## src/rtl/adder_arbiter_pkg.sv

```systemverilog
// adder_arbiter_pkg: shared state encoding and default operand width.
// Revision 1.0
`default_nettype none

package adder_arbiter_pkg;

  typedef enum logic [1:0] {
    IDLE = 2'b00,
    EXEC = 2'b01,
    DONE = 2'b10
  } state_e;

  localparam int DEFAULT_WIDTH = 4;

endpackage

`default_nettype wire

```

## src/rtl/adder_arbiter_ripple.sv

```systemverilog
// full_adder / ripple_adder_n: purely combinational WIDTH-stage ripple-carry chain.
// Revision 1.0
`default_nettype none

module full_adder (
  input  logic a,
  input  logic b,
  input  logic c_in,
  output logic sum,
  output logic c_out
);

  logic w_p;

  assign w_p   = a ^ b;
  assign sum   = w_p ^ c_in;
  assign c_out = (a & b) | (c_in & w_p);

endmodule

module ripple_adder_n
  import adder_arbiter_pkg::*;
#(
  parameter int WIDTH = DEFAULT_WIDTH
) (
  input  logic [WIDTH-1:0] a,
  input  logic [WIDTH-1:0] b,
  input  logic             c_in,
  output logic [WIDTH-1:0] sum,
  output logic             c_out
);

  logic [WIDTH:0] w_carry;

  assign w_carry[0] = c_in;

  generate
    for (genvar i = 0; i < WIDTH; i++) begin : g_stage
      full_adder u_fa (
        .a     (a[i]),
        .b     (b[i]),
        .c_in  (w_carry[i]),
        .sum   (sum[i]),
        .c_out (w_carry[i+1])
      );
    end
  endgenerate

  assign c_out = w_carry[WIDTH];

endmodule

`default_nettype wire

```

## src/rtl/adder_arbiter.sv

```systemverilog
// adder_arbiter: round-robin sharing of one ripple adder between two requesters.
// Revision 1.0
`default_nettype none

module adder_arbiter
  import adder_arbiter_pkg::*;
#(
  parameter int WIDTH = DEFAULT_WIDTH
) (
  input  logic             clock,
  input  logic             resetn,
  input  logic             req0,
  input  logic             req1,
  input  logic [WIDTH-1:0] a0,
  input  logic [WIDTH-1:0] b0,
  input  logic [WIDTH-1:0] a1,
  input  logic [WIDTH-1:0] b1,
  input  logic             cin0,
  input  logic             cin1,
  output logic             gnt0,
  output logic             gnt1,
  output logic             done0,
  output logic             done1,
  output logic [WIDTH-1:0] sum,
  output logic             cout,
  output logic             busy
);

  state_e           r_state;
  state_e           w_state_nxt;
  logic             r_prio;
  logic             r_owner;
  logic [WIDTH-1:0] r_op_a;
  logic [WIDTH-1:0] r_op_b;
  logic             r_op_cin;
  logic [WIDTH-1:0] r_sum;
  logic             r_cout;
  logic [1:0]       r_gnt;
  logic [1:0]       r_done;
  logic             r_busy;

  logic             w_sel;
  logic             w_load_ops;
  logic             w_capture;
  logic             w_prio_nxt;
  logic             w_owner_nxt;
  logic [1:0]       w_gnt_nxt;
  logic [1:0]       w_done_nxt;
  logic [WIDTH-1:0] w_sel_a;
  logic [WIDTH-1:0] w_sel_b;
  logic             w_sel_cin;
  logic [WIDTH-1:0] w_add_sum;
  logic             w_add_cout;

  // Contention goes to the priority pointer; a lone request wins outright.
  assign w_sel     = (req0 & req1) ? r_prio : req1;
  assign w_sel_a   = w_sel ? a1 : a0;
  assign w_sel_b   = w_sel ? b1 : b0;
  assign w_sel_cin = w_sel ? cin1 : cin0;

  ripple_adder_n #(
    .WIDTH (WIDTH)
  ) u_adder (
    .a     (r_op_a),
    .b     (r_op_b),
    .c_in  (r_op_cin),
    .sum   (w_add_sum),
    .c_out (w_add_cout)
  );

  always_comb begin
    w_state_nxt = r_state;
    w_gnt_nxt   = r_gnt;
    w_done_nxt  = 2'b00;
    w_prio_nxt  = r_prio;
    w_owner_nxt = r_owner;
    w_load_ops  = 1'b0;
    w_capture   = 1'b0;
    case (r_state)
      IDLE: begin
        if (req0 | req1) begin
          w_state_nxt = EXEC;
          w_owner_nxt = w_sel;
          w_load_ops  = 1'b1;
          w_gnt_nxt   = w_sel ? 2'b10 : 2'b01;
        end
      end
      EXEC: begin
        w_state_nxt = DONE;
        w_capture   = 1'b1;
        w_done_nxt  = r_owner ? 2'b10 : 2'b01;
      end
      DONE: begin
        w_state_nxt = IDLE;
        w_gnt_nxt   = 2'b00;
        w_prio_nxt  = ~r_owner;
      end
      default: begin
        w_state_nxt = IDLE;
        w_gnt_nxt   = 2'b00;
      end
    endcase
  end

  always_ff @(posedge clock or negedge resetn) begin
    if (!resetn) begin
      r_state  <= IDLE;
      r_prio   <= 1'b0;
      r_owner  <= 1'b0;
      r_op_a   <= '0;
      r_op_b   <= '0;
      r_op_cin <= 1'b0;
      r_sum    <= '0;
      r_cout   <= 1'b0;
      r_gnt    <= 2'b00;
      r_done   <= 2'b00;
      r_busy   <= 1'b0;
    end else begin
      r_state <= w_state_nxt;
      r_prio  <= w_prio_nxt;
      r_owner <= w_owner_nxt;
      r_gnt   <= w_gnt_nxt;
      r_done  <= w_done_nxt;
      r_busy  <= (w_state_nxt != IDLE);
      if (w_load_ops) begin
        r_op_a   <= w_sel_a;
        r_op_b   <= w_sel_b;
        r_op_cin <= w_sel_cin;
      end
      if (w_capture) begin
        r_sum  <= w_add_sum;
        r_cout <= w_add_cout;
      end
    end
  end

  assign gnt0  = r_gnt[0];
  assign gnt1  = r_gnt[1];
  assign done0 = r_done[0];
  assign done1 = r_done[1];
  assign sum   = r_sum;
  assign cout  = r_cout;
  assign busy  = r_busy;

endmodule

`default_nettype wire

```

## config.mk

```make
export PLATFORM = sky130hd
export DESIGN_NAME = adder_arbiter
export DESIGN_NICKNAME = d
export VERILOG_FILES = /design/src/rtl/adder_arbiter_pkg.sv /design/src/rtl/adder_arbiter_ripple.sv /design/src/rtl/adder_arbiter.sv
export SDC_FILE = /design/constraint.sdc
export NUM_CORES = 1
export LEC_CHECK = 0
export ABC_CLOCK_PERIOD_IN_PS = 4800
export BUFFER_PORTS_ARGS = -buffer_cell sky130_fd_sc_hd__clkbuf_2
export CAP_MARGIN = 20
export CORE_MARGIN = 3
export CORE_UTILIZATION = 54
export DETAILED_ROUTE_END_ITERATION = 7
export PLACE_DENSITY = 0.83
export RECOVER_POWER = 50
export SYNTH_ARGS = -nofsm -noshare
export SYNTH_HDL_FRONTEND = slang
export SYNTH_SLANG_ARGS = --single-unit
```

## constraint.sdc

```tcl
create_clock -name clock -period 4.8 [get_ports clock]
set_input_delay 0.96 -clock clock [delete_from_list [all_inputs] [get_ports clock]]
set_output_delay 0.96 -clock clock [all_outputs]
set_load 0.01 [all_outputs]
```

==> run summary <==
The run finished with clean final reports. The average wire length per cell after detail routing is 13.0 um. On the final layout, the worst clock skew is 2.10 ps. The clock buffer count from CTS is 3. The number of antenna repair diodes is 0. STA classifies the critical path endpoint as a flip-flop. The power per standard cell area came out at ~630 nW/um^2.

Setup repair after global routing left no endpoint under its margin. The maximum number of pins on one net before global-route repair came out at 24. The final instance area is 1270 um^2. The worst register-to-register path has a setup slack of 2610 ps. The via count of the first global-routing pass came out at 854. The max capacitance violation total is 0. The arrival time reported for the critical path endpoint came out at 2420 ps. The number of nets in the layout came out at 165. The tightest min-delay check is of the reg -> reg type. The placeable core region came out at 1820 um^2. The number of placement rows is 15. The detailed router's first-iteration violation count is 36. The shortest clock period the worst path allows after layout came out at 2190 ps. The path depth of the worst reg2reg path is 8.

Timing would allow up to 457 MHz. The global-route wire length before repair came out at 3.73 mm. After synthesis, the cell types taking the most area are sky130_fd_sc_hd__dfrtp_1, sky130_fd_sc_hd__fa_1, sky130_fd_sc_hd__o21ai_0, sky130_fd_sc_hd__a31oi_1, sky130_fd_sc_hd__a21oi_1. The highest metal layer with signal wires is met4. The synthesized design devotes to its leading area cell type 52.2% of total area. Once the clock tree was built, the setup fixing pass inserted 0 buffers. The detailed placement HPWL is 1.64 mm.

The endpoint identified for the worst register-to-register timing path is sum[3]. Using the TritonRoute via totals, the vias-per-cell ratio works out to between 5 and 6. The count of unique library cells instantiated by Yosys came out at 22.

From synthesis to final layout, the design area changed by 15.0%. The net switching power came out at 0.320 mW. The worst hold slack came out at about 500 ps. The sequential share of the synthesized area is 52.2%. The sequential fraction of design power is approximately 45%. The relative max-transition margin is 22.0%. Measured along the x axis, the die boundary spans 51.2 um. The final count of hold timing violations was 0. The post-route clock period utilization is 45.6%. Adding up every negative setup slack in the final design gives 0 ps. The Yosys step of the flow raised 0 warnings.

The length of routed met3 wiring is 152 um. The buffer levels on the longest clock path is 2. The number of setup violations in the final report is 0.

The biggest area contributor in the post-synthesis netlist is sky130_fd_sc_hd__dfrtp_1. The average cell area after synthesis is around 10 um^2. Global routing consumed, over all layers together, roughly a fifth of the routing resources. The routed wire length came out at around 2.1 mm.

The most critical setup path has its endpoint at sum[3]. For this design the static power due to leakage is slightly above 0.6 nW. The startpoint-to-endpoint class of the critical path is reg -> reg. The starting density of the core is 60.6%.

The number of hold-repair buffers added at the cts stage is 0. The sink count of the clock tree is 23. At the end of routability-driven placement, the weighted congestion stood at 0.854. The die covers 2620 um^2. The slew of the pin with the lowest slew margin came out at roughly 1200 ps. The TritonCTS clock tree is yes.

Summed over all nets, wire length on met2 after detailed routing comes to 966 um. The internal power of the cells is 0.475 mW. The count of fill cells added during filler insertion came out at 155. The share of post-route cells with drive strength above 1 is 26.1%. The post-detailed-route DRC marker count came out at 0. The timing startpoint of the critical path is r_op_cin. The data required time at the worst endpoint is 5030 ps. STA classifies the critical path startpoint as a flip-flop. Counting every net in the synthesized netlist gives 137. In this run the cell area measured after placement is 1240 um^2. The synthesized netlist cell count came out at 111. The clock-pin slew on the worst setup and hold paths is 120 ps.

The root buffer cell chosen for the clock tree is sky130_fd_sc_hd__clkbuf_4. The die height came out at just over 50 um. The number of flip-flops and latches in the synthesized netlist came out at 23. Once the clock tree was built, the resizer swapped 0 gates to a different size. The total congestion overflow after global routing is 0. The first TritonRoute pass finished after 4 iterations.

The overall power after layout came out at 0.795 mW. The top-level port count came out at 32. The count of final max-slew check failures is 0.

IR analysis of the VDD net gives a maximum drop of 0.375 mV. The highest net fanout along the worst path is 2. The switching part of the total power came out at 40.3%.

The worst register-to-register path begins at r_op_cin. The initial antenna violation count is 0. Once detail routing completed, the nets flagged for antenna violations numbered 0. The CTS H-tree depth came out at 1. The count of port buffers added during placement came out at 31.

After synthesis the cells add up to 1100 um^2. Of the total power, the clock network draws about 11%. The routed metal-1 wirelength is just under 1 mm. The part of the power in combinational logic is between 40% and 50%. For this block, the via count after detailed routing is 872. The worst-skew pair later-pin latency came out at 300 ps.
==> synth_stat cells <==
cell type,count
sky130_fd_sc_hd__and2_1,1
sky130_fd_sc_hd__buf_2,1
sky130_fd_sc_hd__clkbuf_1,4
sky130_fd_sc_hd__o21ai_0,15
sky130_fd_sc_hd__buf_6,2
sky130_fd_sc_hd__inv_1,13
sky130_fd_sc_hd__fa_1,4
sky130_fd_sc_hd__mux2_2,2
sky130_fd_sc_hd__buf_1,1
sky130_fd_sc_hd__o32ai_1,1
sky130_fd_sc_hd__and2_4,1
sky130_fd_sc_hd__nor2b_1,2
sky130_fd_sc_hd__o31ai_1,1
sky130_fd_sc_hd__or2_1,2
sky130_fd_sc_hd__nand2_1,3
sky130_fd_sc_hd__nand3_1,10
sky130_fd_sc_hd__nand2b_1,2
sky130_fd_sc_hd__nor2_1,3
sky130_fd_sc_hd__a31oi_1,9
sky130_fd_sc_hd__a21oi_1,10
sky130_fd_sc_hd__dfrtp_1,23
sky130_fd_sc_hd__a22oi_1,1
==> layout make-up <==
class,instances,area [um^2],share of cell area [%]
timing repair buffer,31,154,12.1
multi-input combinational,67,433,34.1
tap,25,31.3,2.47
sequential,23,576,45.4
clock buffer,4,26.3,2.07
inverter,13,48.8,3.85
==> critical path, stage by stage (launching register included) <==
cell and delay [ps]:
sky130_fd_sc_hd__dfrtp_1 410, sky130_fd_sc_hd__inv_1 80, sky130_fd_sc_hd__fa_1 180, sky130_fd_sc_hd__inv_1 50, sky130_fd_sc_hd__fa_1 390, sky130_fd_sc_hd__fa_1 380
sky130_fd_sc_hd__inv_1 80, sky130_fd_sc_hd__fa_1 400, sky130_fd_sc_hd__o21ai_0 150
==> metal layers <==
metal	global-route usage, %	vias to the layer above
met5	0	-
met4	8.07	0
met3	2.62	2
met2	29.0	33
met1	27.1	405
li1	-	432
==> per-stage QoR <==
stage               setup slack (ps)  utilization [%]  instances
finish                          2610             69.7        163
floorplan                       2770                -        111
global route                    2480             69.7        163
CTS                             2600             69.8        163
detailed placement              2630             68.3        159
global placement                2700             68.3        159
==> power groups by stage <==
stage | clock network (mW) | registers (mW) | logic (mW)
5_1_grt | 0.0974 | 0.369 | 0.408
6_report | 0.0875 | 0.358 | 0.350
2_1_floorplan | 0 | 0.365 | 0.246
3_5_place_dp | 0 | 0.360 | 0.357
4_1_cts | 0.0897 | 0.357 | 0.357
3_3_place_gp | 0 | 0.357 | 0.335
==> cells by family after synthesis <==
logic type | share of synthesized area (%)
AOI/OAI and AO/OA | 18.6
and+or+nand+nor | 11.3
DFF | 52.2
buffers and inverters | 8.62
adders and majority gates | 7.26
muxes | 2.04
==> placed cells by master (no fill, tap or decap) <==
master | netlist | final
sky130_fd_sc_hd__a21oi_1 | 10 | 10
sky130_fd_sc_hd__a22oi_1 | 1 | 1
sky130_fd_sc_hd__a31oi_1 | 9 | 9
sky130_fd_sc_hd__and2_1 | 1 | 1
sky130_fd_sc_hd__and2_4 | 1 | 1
sky130_fd_sc_hd__clkbuf_1 | 4 | 2
sky130_fd_sc_hd__clkbuf_2 | 0 | 30
sky130_fd_sc_hd__clkbuf_4 | 0 | 3
sky130_fd_sc_hd__dfrtp_1 | 23 | 23
sky130_fd_sc_hd__fa_1 | 4 | 4
sky130_fd_sc_hd__inv_1 | 13 | 13
sky130_fd_sc_hd__mux2_2 | 2 | 2
sky130_fd_sc_hd__nand2_1 | 3 | 3
sky130_fd_sc_hd__nand2b_1 | 2 | 2
sky130_fd_sc_hd__nand3_1 | 10 | 10
sky130_fd_sc_hd__nor2_1 | 3 | 3
sky130_fd_sc_hd__nor2b_1 | 2 | 2
sky130_fd_sc_hd__o21ai_0 | 15 | 15
sky130_fd_sc_hd__o31ai_1 | 1 | 1
sky130_fd_sc_hd__o32ai_1 | 1 | 1
sky130_fd_sc_hd__or2_1 | 2 | 2
==> registers in the layout, indices dropped and copies added (netlist names) <==
register / cells
busy: 1
cout: 1
r_done: 2
r_gnt: 2
r_op_a: 4
r_op_b: 4
r_op_cin: 1
r_owner: 1
r_prio: 1
r_state: 2
sum: 4
==> how the worst min path moves through the flow <==
stage / start / endpoint / slack [ps] / cells after the start
final: r_owner / r_done[0] / 490 / 1
after global routing: r_owner / r_done[0] / 520 / 1
after CTS: r_owner / r_done[0] / 490 / 1
after detailed placement: r_owner / r_done[0] / 470 / 1
after global placement: r_owner / r_done[0] / 460 / 1
after floorplan: r_owner / r_done[0] / 430 / 1
Note: power is estimated with default switching activity, not from simulation.
